<file path="config.mk">
export PLATFORM = sky130hd
export DESIGN_NAME = mem_access_stage
export DESIGN_NICKNAME = d
export VERILOG_FILES = /design/src/rtl/mem_pkg.sv /design/src/rtl/load_formatter.sv /design/src/rtl/mem_access_stage.sv
export SDC_FILE = /design/constraint.sdc
export NUM_CORES = 1
export LEC_CHECK = 0
export BUFFER_PORTS_ARGS = -buffer_cell sky130_fd_sc_hd__buf_2
export CAP_MARGIN = 10
export CORE_MARGIN = 8
export CORE_UTILIZATION = 50
export CTS_CLUSTER_DIAMETER = 30
export CTS_CLUSTER_SIZE = 28
export DETAILED_ROUTE_END_ITERATION = 6
export PLACE_DENSITY = 0.81
export SYNTH_ARGS = -nofsm -noshare
export SYNTH_HDL_FRONTEND = slang
export SYNTH_SLANG_ARGS = --single-unit
</file>
<file path="constraint.sdc">
create_clock -name clk -period 3.07 [get_ports clk]
set_input_delay 0.614 -clock clk [delete_from_list [all_inputs] [get_ports clk]]
set_output_delay 0.614 -clock clk [all_outputs]
set_load 0.02 [all_outputs]
</file>
<file path="src/rtl/mem_pkg.sv">
// Shared types and lane helpers for the MEM-stage load/store unit.
package mem_pkg;

    typedef enum logic [1:0] {
        BYTE = 2'd0,
        HALF = 2'd1,
        WORD = 2'd2
    } mem_size_e;

    typedef enum logic [1:0] {
        IDLE = 2'd0,
        BUS  = 2'd1,
        DONE = 2'd2
    } state_e;

    localparam logic [3:0] BE_BYTE = 4'b0001;
    localparam logic [3:0] BE_HALF = 4'b0011;
    localparam logic [3:0] BE_WORD = 4'b1111;

    // Encoding 3 is folded onto WORD.
    function automatic mem_size_e decode_size(input logic [1:0] raw);
        case (raw)
            2'd0:    return BYTE;
            2'd1:    return HALF;
            default: return WORD;
        endcase
    endfunction

    function automatic logic [3:0] byte_mask(input mem_size_e size, input logic [1:0] lane);
        case (size)
            BYTE:    return BE_BYTE << lane;
            HALF:    return BE_HALF << lane;
            default: return BE_WORD;
        endcase
    endfunction

    function automatic logic [31:0] store_lanes(input mem_size_e size, input logic [31:0] sd);
        case (size)
            BYTE:    return {4{sd[7:0]}};
            HALF:    return {2{sd[15:0]}};
            default: return sd;
        endcase
    endfunction

endpackage

</file>
<file path="src/rtl/load_formatter.sv">
// Picks the addressed byte/half out of a raw read word and sign- or zero-extends it.
module load_formatter
    import mem_pkg::*;
(
    input  logic [31:0] drdata,
    input  logic [1:0]  addr,
    input  mem_size_e   size,
    input  logic        is_signed,
    output logic [31:0] result
);

    logic [7:0]  byte_sel;
    logic [15:0] half_sel;

    assign byte_sel = drdata[{addr, 3'b000} +: 8];
    assign half_sel = drdata[{addr[1], 4'b0000} +: 16];

    always_comb begin
        result = drdata;
        case (size)
            BYTE:    result = {{24{is_signed & byte_sel[7]}}, byte_sel};
            HALF:    result = {{16{is_signed & half_sel[15]}}, half_sel};
            default: result = drdata;
        endcase
    end

endmodule

</file>
<file path="src/rtl/mem_access_stage.sv">
// MEM-stage load/store unit: one outstanding req/ack data access, stalls the pipe while busy.
//   state | meaning
//   IDLE  | pass-through to MEM/WB, launch aligned memory ops
//   BUS   | dreq held, waiting for dack or timeout
//   DONE  | present latched result to MEM/WB, release stall
module mem_access_stage
    import mem_pkg::*;
#(
    parameter int TIMEOUT = 255,
    parameter int CNT_W   = 8
) (
    input  logic        clk,
    input  logic        rst,
    input  logic        valid,
    input  logic        mem_read,
    input  logic        mem_write,
    input  logic [1:0]  mem_size,
    input  logic        mem_signed,
    input  logic        reg_write,
    input  logic        mem_2_reg,
    input  logic [4:0]  rd,
    input  logic [31:0] alu_data,
    input  logic [31:0] store_data,
    output logic        reg_write_out,
    output logic        mem_2_reg_out,
    output logic [4:0]  rd_out,
    output logic [31:0] alu_data_out,
    output logic [31:0] mem_data_out,
    output logic        stall,
    output logic        addr_err,
    output logic        bus_err,
    output logic        dreq,
    output logic        dwe,
    output logic [3:0]  dbe,
    output logic [31:0] daddr,
    output logic [31:0] dwdata,
    input  logic        dack,
    input  logic [31:0] drdata
);

    localparam logic [CNT_W-1:0] TIMEOUT_CNT = CNT_W'(TIMEOUT);

    state_e           state;
    logic [CNT_W-1:0] cnt;
    logic [4:0]       lat_rd;
    logic             lat_rw;
    logic             lat_m2r;
    logic [31:0]      lat_addr;
    mem_size_e        lat_size;
    logic             lat_signed;
    logic             lat_read;
    logic             err;
    logic [31:0]      ld_data;

    mem_size_e        size_in;
    logic             mem_op;
    logic             misaligned;
    logic             start;
    logic [CNT_W-1:0] cnt_nxt;
    logic             timeout_hit;
    logic [31:0]      fmt_data;

    assign size_in    = decode_size(mem_size);
    assign mem_op     = valid & (mem_read | mem_write);
    assign misaligned = ((size_in == HALF) && alu_data[0]) ||
                        ((size_in == WORD) && (alu_data[1:0] != 2'b00));
    // Gated by rst so stall stays low while reset is held.
    assign start       = rst && (state == IDLE) && mem_op && !misaligned;
    assign cnt_nxt     = cnt + CNT_W'(1);
    assign timeout_hit = (TIMEOUT != 0) && (cnt_nxt == TIMEOUT_CNT);

    load_formatter u_load_formatter (
        .drdata    (drdata),
        .addr      (lat_addr[1:0]),
        .size      (lat_size),
        .is_signed (lat_signed),
        .result    (fmt_data)
    );

    always_ff @(posedge clk or negedge rst) begin
        if (!rst) begin
            state      <= IDLE;
            cnt        <= '0;
            lat_rd     <= '0;
            lat_rw     <= 1'b0;
            lat_m2r    <= 1'b0;
            lat_addr   <= '0;
            lat_size   <= BYTE;
            lat_signed <= 1'b0;
            lat_read   <= 1'b0;
            err        <= 1'b0;
            ld_data    <= '0;
            bus_err    <= 1'b0;
            dreq       <= 1'b0;
            dwe        <= 1'b0;
            dbe        <= '0;
            daddr      <= '0;
            dwdata     <= '0;
        end else begin
            case (state)
                IDLE: begin
                    bus_err <= 1'b0;
                    if (start) begin
                        lat_rd     <= rd;
                        lat_rw     <= reg_write;
                        lat_m2r    <= mem_2_reg;
                        lat_addr   <= alu_data;
                        lat_size   <= size_in;
                        lat_signed <= mem_signed;
                        lat_read   <= mem_read & ~mem_write;
                        cnt        <= '0;
                        err        <= 1'b0;
                        ld_data    <= '0;
                        dreq       <= 1'b1;
                        dwe        <= mem_write;
                        dbe        <= byte_mask(size_in, alu_data[1:0]);
                        daddr      <= {alu_data[31:2], 2'b00};
                        dwdata     <= store_lanes(size_in, store_data);
                        state      <= BUS;
                    end
                end
                BUS: begin
                    if (dack) begin
                        if (lat_read) ld_data <= fmt_data;
                        dreq  <= 1'b0;
                        dwe   <= 1'b0;
                        dbe   <= '0;
                        state <= DONE;
                    end else begin
                        cnt <= cnt_nxt;
                        if (timeout_hit) begin
                            bus_err <= 1'b1;
                            err     <= 1'b1;
                            dreq    <= 1'b0;
                            dwe     <= 1'b0;
                            dbe     <= '0;
                            state   <= DONE;
                        end
                    end
                end
                DONE: begin
                    bus_err <= 1'b0;
                    state   <= IDLE;
                end
                default: state <= IDLE;
            endcase
        end
    end

    always_comb begin
        reg_write_out = 1'b0;
        mem_2_reg_out = mem_2_reg;
        rd_out        = rd;
        alu_data_out  = alu_data;
        mem_data_out  = '0;
        stall         = 1'b0;
        addr_err      = 1'b0;
        case (state)
            IDLE: begin
                reg_write_out = valid & reg_write & ~mem_op;
                addr_err      = mem_op & misaligned;
                stall         = start;
            end
            BUS: begin
                stall         = 1'b1;
                mem_2_reg_out = 1'b0;
                rd_out        = '0;
                alu_data_out  = '0;
            end
            DONE: begin
                reg_write_out = lat_rw & ~err;
                mem_2_reg_out = lat_m2r;
                rd_out        = lat_rd;
                alu_data_out  = lat_addr;
                mem_data_out  = ld_data;
            end
            default: ;
        endcase
    end

endmodule

</file>
# Word-level counts from Yosys, hierarchy flattened
# Cells that the tools add are included.
[word_totals]
reg_bits = 155
in_bits = 112
[op_classes]
addsub = 1
n_eq_ne = 13
shift = 4
mux = 37
n_bitwise = 12
n_reduce_logical = 22
[op_table]
columns = ["cell", "n"]
rows = [
  ["$pmux 32 s2", 4],
  ["$mux 32", 4],
  ["$shiftx 32x6->16", 1],
  ["$shiftx 32x6->8", 1],
  ["$mux 8", 2],
  ["$pmux 4 s2", 2],
  ["$pmux 8 s2", 1],
  ["$pmux 1 s2", 7],
  ["$mux 4", 3],
  ["$ne 2x2->1 const B", 5],
  ["$pmux 5 s2", 1],
  ["$reduce_and 3->1", 3],
  ["$add 8x1->8 const B", 1],
  ["$and 1x1->1", 8],
  ["$eq 2x1->1 const B", 4],
  ["$eq 8x8->1 const B", 1],
  ["$logic_not 2->1", 4],
  ["$mux 1", 8],
  ["$pmux 2 s2", 2],
  ["$reduce_and 4->1", 2],
  ["$mux 2", 3],
  ["$reduce_bool 2->1", 3],
  ["$logic_and 1x1->1", 5],
  ["$eq 2x2->1 const B", 2],
  ["other kinds (9)", 12],
]

# Longest topological paths before layout
[depth]
depth_word = 9
mapped_depth = 11
mapped_depth_nobuf = 8

# Cells and area by module
# Synthesis repeated with hierarchy kept, for this count alone.
[unflattened]
cells_unflattened = 855
area_unflattened_um2 = 7090.6
[modules_own_cells]
columns = ["module", "instances", "cells_per_inst", "area_per_inst_um2", "seq_area_each_um2"]
rows = [
  ["mem_access_stage", 1, 738, 6366.1, 3128.0],
  ["load_formatter", 1, 117, 724.4, 0.0],
]

# Worst setup path before layout
# Ideal clock, no wire load.
[synth_timing]
path_type = "register -> output"
start = "register state[0]"
end = "output stall"
arrival_time_ns = 2.034
required_time_ns = 2.456
path_slack_ns = 0.422
stages_incl_launch_ff = 10
path_buffers = 4
cell_sequence = "dfrtp_1 inv_1 ha_1 buf_4 o2111ai_4 or3_1 clkbuf_1 buf_2 buf_2 nand2_1"
[synth_between]
elab_chain_len = 5
elab_cells_between_ends = 6
[synth_lines]
columns = ["element", "line_no", "text"]
rows = [
  ["start: declaration", "mem_access_stage.sv:43", "state_e state;"],
  ["start signal: assignment", "mem_access_stage.sv:82", "state <= IDLE;"],
  ["start signal: assignment", "mem_access_stage.sv:119", "state <= BUS;"],
  ["start signal: assignment", "mem_access_stage.sv:128", "state <= DONE;"],
  ["$logic_not 2->1", "mem_access_stage.sv:68, mem_access_stage.sv:158", ""],
  ["$logic_and 1x1->1 (3 in series)", "mem_access_stage.sv:68", "assign start = rst && (state == IDLE) && mem_op && !misaligned;"],
  ["$pmux 1 s2 (*)", "mem_access_stage.sv:158", "case (state)"],
  ["end: declaration", "mem_access_stage.sv:29", "output logic stall,"],
]
# Every way passes the cells marked *; elsewhere a longest branch is shown, timed or not.

# Final worst setup path
[layout_timing]
start = "register state[0]"
end = "output alu_data_out[20]"
[layout_between]
elab_chain_len = 2
elab_cells_between_ends = 3
[layout_lines]
columns = ["element", "line_no", "text"]
rows = [
  ["$eq 2x2->1 / $eq 2x1->1 (equally long branches)", "mem_access_stage.sv:158", ""],
  ["$pmux 32 s2 (*)", "mem_access_stage.sv:158", ""],
  ["end: declaration", "mem_access_stage.sv:27", "output logic [31:0] alu_data_out,"],
]
# Marked as above.

==> flow_metrics.tcl <==
set metrics [dict create \
    status "complete, no violations" \
    postLayoutCoreUtil_pct 63.15 \
    synth_compound_area_share_pct 19.20 \
    hold_path.class "primary input to async pin" \
    io_pins 256 \
    numPlacedInstances 1203 \
    cp-start-kind "register" \
    clk_latency_ps 410 \
    dp_slack_ps 335.1 \
    post_cts.repair.setup_buffers 0 \
    synthXorXnorAreaFrac_pct 0.2539 \
    dieHeight_um 133.5 \
    first_iter_violations 468 \
    finalCritPeriodShare_pct 88.83 \
    skew_ps 7.101 \
    place_area_um2 8039 \
    drive_above_1_share_pct 29.15 \
    power_density_nw_per_um2 1033 \
    hold_viol 0 \
    regToRegSetupSlack_ps 360 \
    fin_ws_ps 342.8 \
    cts.repair.resized 0 \
    synthAdderAreaFrac_pct 1.269 \
    timing.rr.end "ld_data[30]$_DFFE_PN0P_" \
    grt_pass1_wl_mm 32.44 \
    cp.required_ps 2460 \
    arrival_ps 2110 \
    finalSetupViolCount 0 \
    cts_tree "built" \
    synthCells 838 \
    rr_worst_depth 9 \
    antenna_found_initial 1 \
    grt_usage_pct 22.78 \
    synthToLayoutAreaGrowth_pct 25.06 \
    ys_warn_count 0 \
    period_minus_slack_ps 2727 \
    htree_levels 4 \
    firstDrtPassIters 5 \
    grt_pass1_vias 6410 \
    fin_setup_tns_ps 0 \
    whs_ps 409.3 \
    clock.fmax_ghz 0.3667 \
    cts_made_buffers 17 \
    synth_area_leaders "dfrtp_1, o21ai_0, nand2_1, mux2i_1, buf_4" \
    synthesis.area_um2 6900 \
    power_mw 8.915 \
    ys_seq_area_share_pct 45.33 \
    start_util_pct 50.49 \
    cts.clk_slew.worst_paths_ps 50 \
    path_class "register to output pin" \
    die_w_um 133.5 \
    synthSimpleGateAreaFrac_pct 18.89 \
    tightest_slew_ps 1087 \
    synth_top_family_by_area "compound AO/OA/AOI/OAI gates" \
    synth_top_cells_by_count "nand2_1, o21ai_0, dfrtp_1" \
    regToRegStartpoint "state[1]$_DFFE_PN0P_" \
    wl_per_cell_um 16.52 \
    slew_headroom_pct 27.55 \
    total_leakage_power_nw 4.602 \
    hpwl_mm 15.02 \
    drtAntennaViolNets 0 \
    synth_enable_flop_cells 0 \
    via_per_inst 5.183 \
    nets 1161 \
    wl_mm 20.37 \
    netlist.area_leader.share_pct 45.33 \
    grt_overflow_total 0 \
    dieArea_um2 17820 \
    hold_buffers 0 \
    grt_max_degree 88 \
    ys_ff_latch 125 \
    ys_types 55 \
    io_buffers 253 \
    syn_area_per_cell_um2 8.234 \
    synth_top_area_cell "dfrtp_1" \
    synth-main-ff-cell "dfrtp_1" \
    row_count 43 \
    cts_sinks 125 \
    synth-async-reset-ratio_pct 100.0 \
    end_kind "output pin" \
    synth_mux_area_share_pct 5.313 \
    stdcell_area_um2 8630 \
    slew_violations 0 \
    cp_max_fo 38 \
    core-area_um2 13670 \
    fin_cells 1233 \
    clock_tree.root_cell "clkbuf_16" \
    antenna_cells 0 \
    grt_setup_unrepaired "false" \
    maxCapViolCount 0 \
    drc 0 \
    clock_path_buffers 2 \
    yosysMostFrequentCell "nand2_1" \
    finalWeightedCongestion 0.8493 \
    peakVddDrop_uv 574.8 \
    vias 6391 \
]
## critical path: stages (launching register included)
cell and delay [ps]:
dfrtp_1 410, inv_1 100, ha_1 310, and2_1 120
buf_4 360, nand2_1 90, o21ai_0 100, buf_2 200
## worst max-delay path by stage
stage / from / to / slack [ps] / cells past startpoint
floorplan: state[0]$_DFFE_PN0P_ / stall / 420 / 9
global placement: alu_data[0] / ld_data[19]$_DFFE_PN0P_ / 430 / 8
detailed placement: alu_data[0] / ld_data[30]$_DFFE_PN0P_ / 340 / 8
CTS: state[0]$_DFFE_PN0P_ / alu_data_out[20] / 310 / 7
global route: state[0]$_DFFE_PN0P_ / alu_data_out[19] / 170 / 7
finish: state[0]$_DFFE_PN0P_ / alu_data_out[20] / 340 / 7
## power by group
part	switching (mW)	internal, mW
Clock	0.691	1.33
Combinational	2.74	1.31
Sequential	0.525	2.32
Total	3.96	4.96
## layer usage
layer  vias to the layer above  routed length, um  track usage [%]
met5                         -                 13                0
li1                       3168                  -                -
met4                         2                513            9.919
met3                        36               2090            9.111
met2                       288               9535            35.88
met1                      2897               8213            27.00
## logic make-up after synthesis
| family | count (synthesis) |
|---|---|
| compound gates | 237 |
| xor+xnor | 2 |
| fa+ha+maj | 7 |
| buf+inv | 136 |
| flops | 125 |
| mux | 36 |
| other cells | 1 |
| simple gates | 294 |
## placed cells by master, fill, tap and decap left out, types with 2 or more instances in the layout
master     instances
a21oi_1           32
a22o_1             2
a22oi_1           10
a31oi_1            3
and2_1            34
buf_2            252
buf_4             15
bufinv_16          3
clkbuf_1           3
clkbuf_16         17
clkbuf_8           3
clkinv_2           3
conb_1             2
dfrtp_1          125
ha_1               7
inv_1             53
mux2i_1           34
nand2_1          199
nand2b_1           3
nand3_1           13
nand4_1            3
nor2_1            19
nor3_1             6
o21ai_0          169
o22ai_1            6
o2bb2ai_1          2
or3_1              3
## final cells by class
cell class / count / area [um2]
clock buffers: 23 / 478.0
clock inverters: 7 / 112.6
fillers: 1186 / 5036
inverters: 53 / 198.9
multi-input cells: 578 / 3113
flip-flops and latches: 125 / 3128
well taps: 180 / 225.2
repair buffers: 267 / 1374
## flip-flops by register name, summed over array words and instances (netlist names), 2 cells and up
register	cells
cnt	8
lat_addr	32
lat_size	2
dbe	4
lat_rd	5
state	2
ld_data	32
dwdata	32
(Power assumes the default switching activity.)
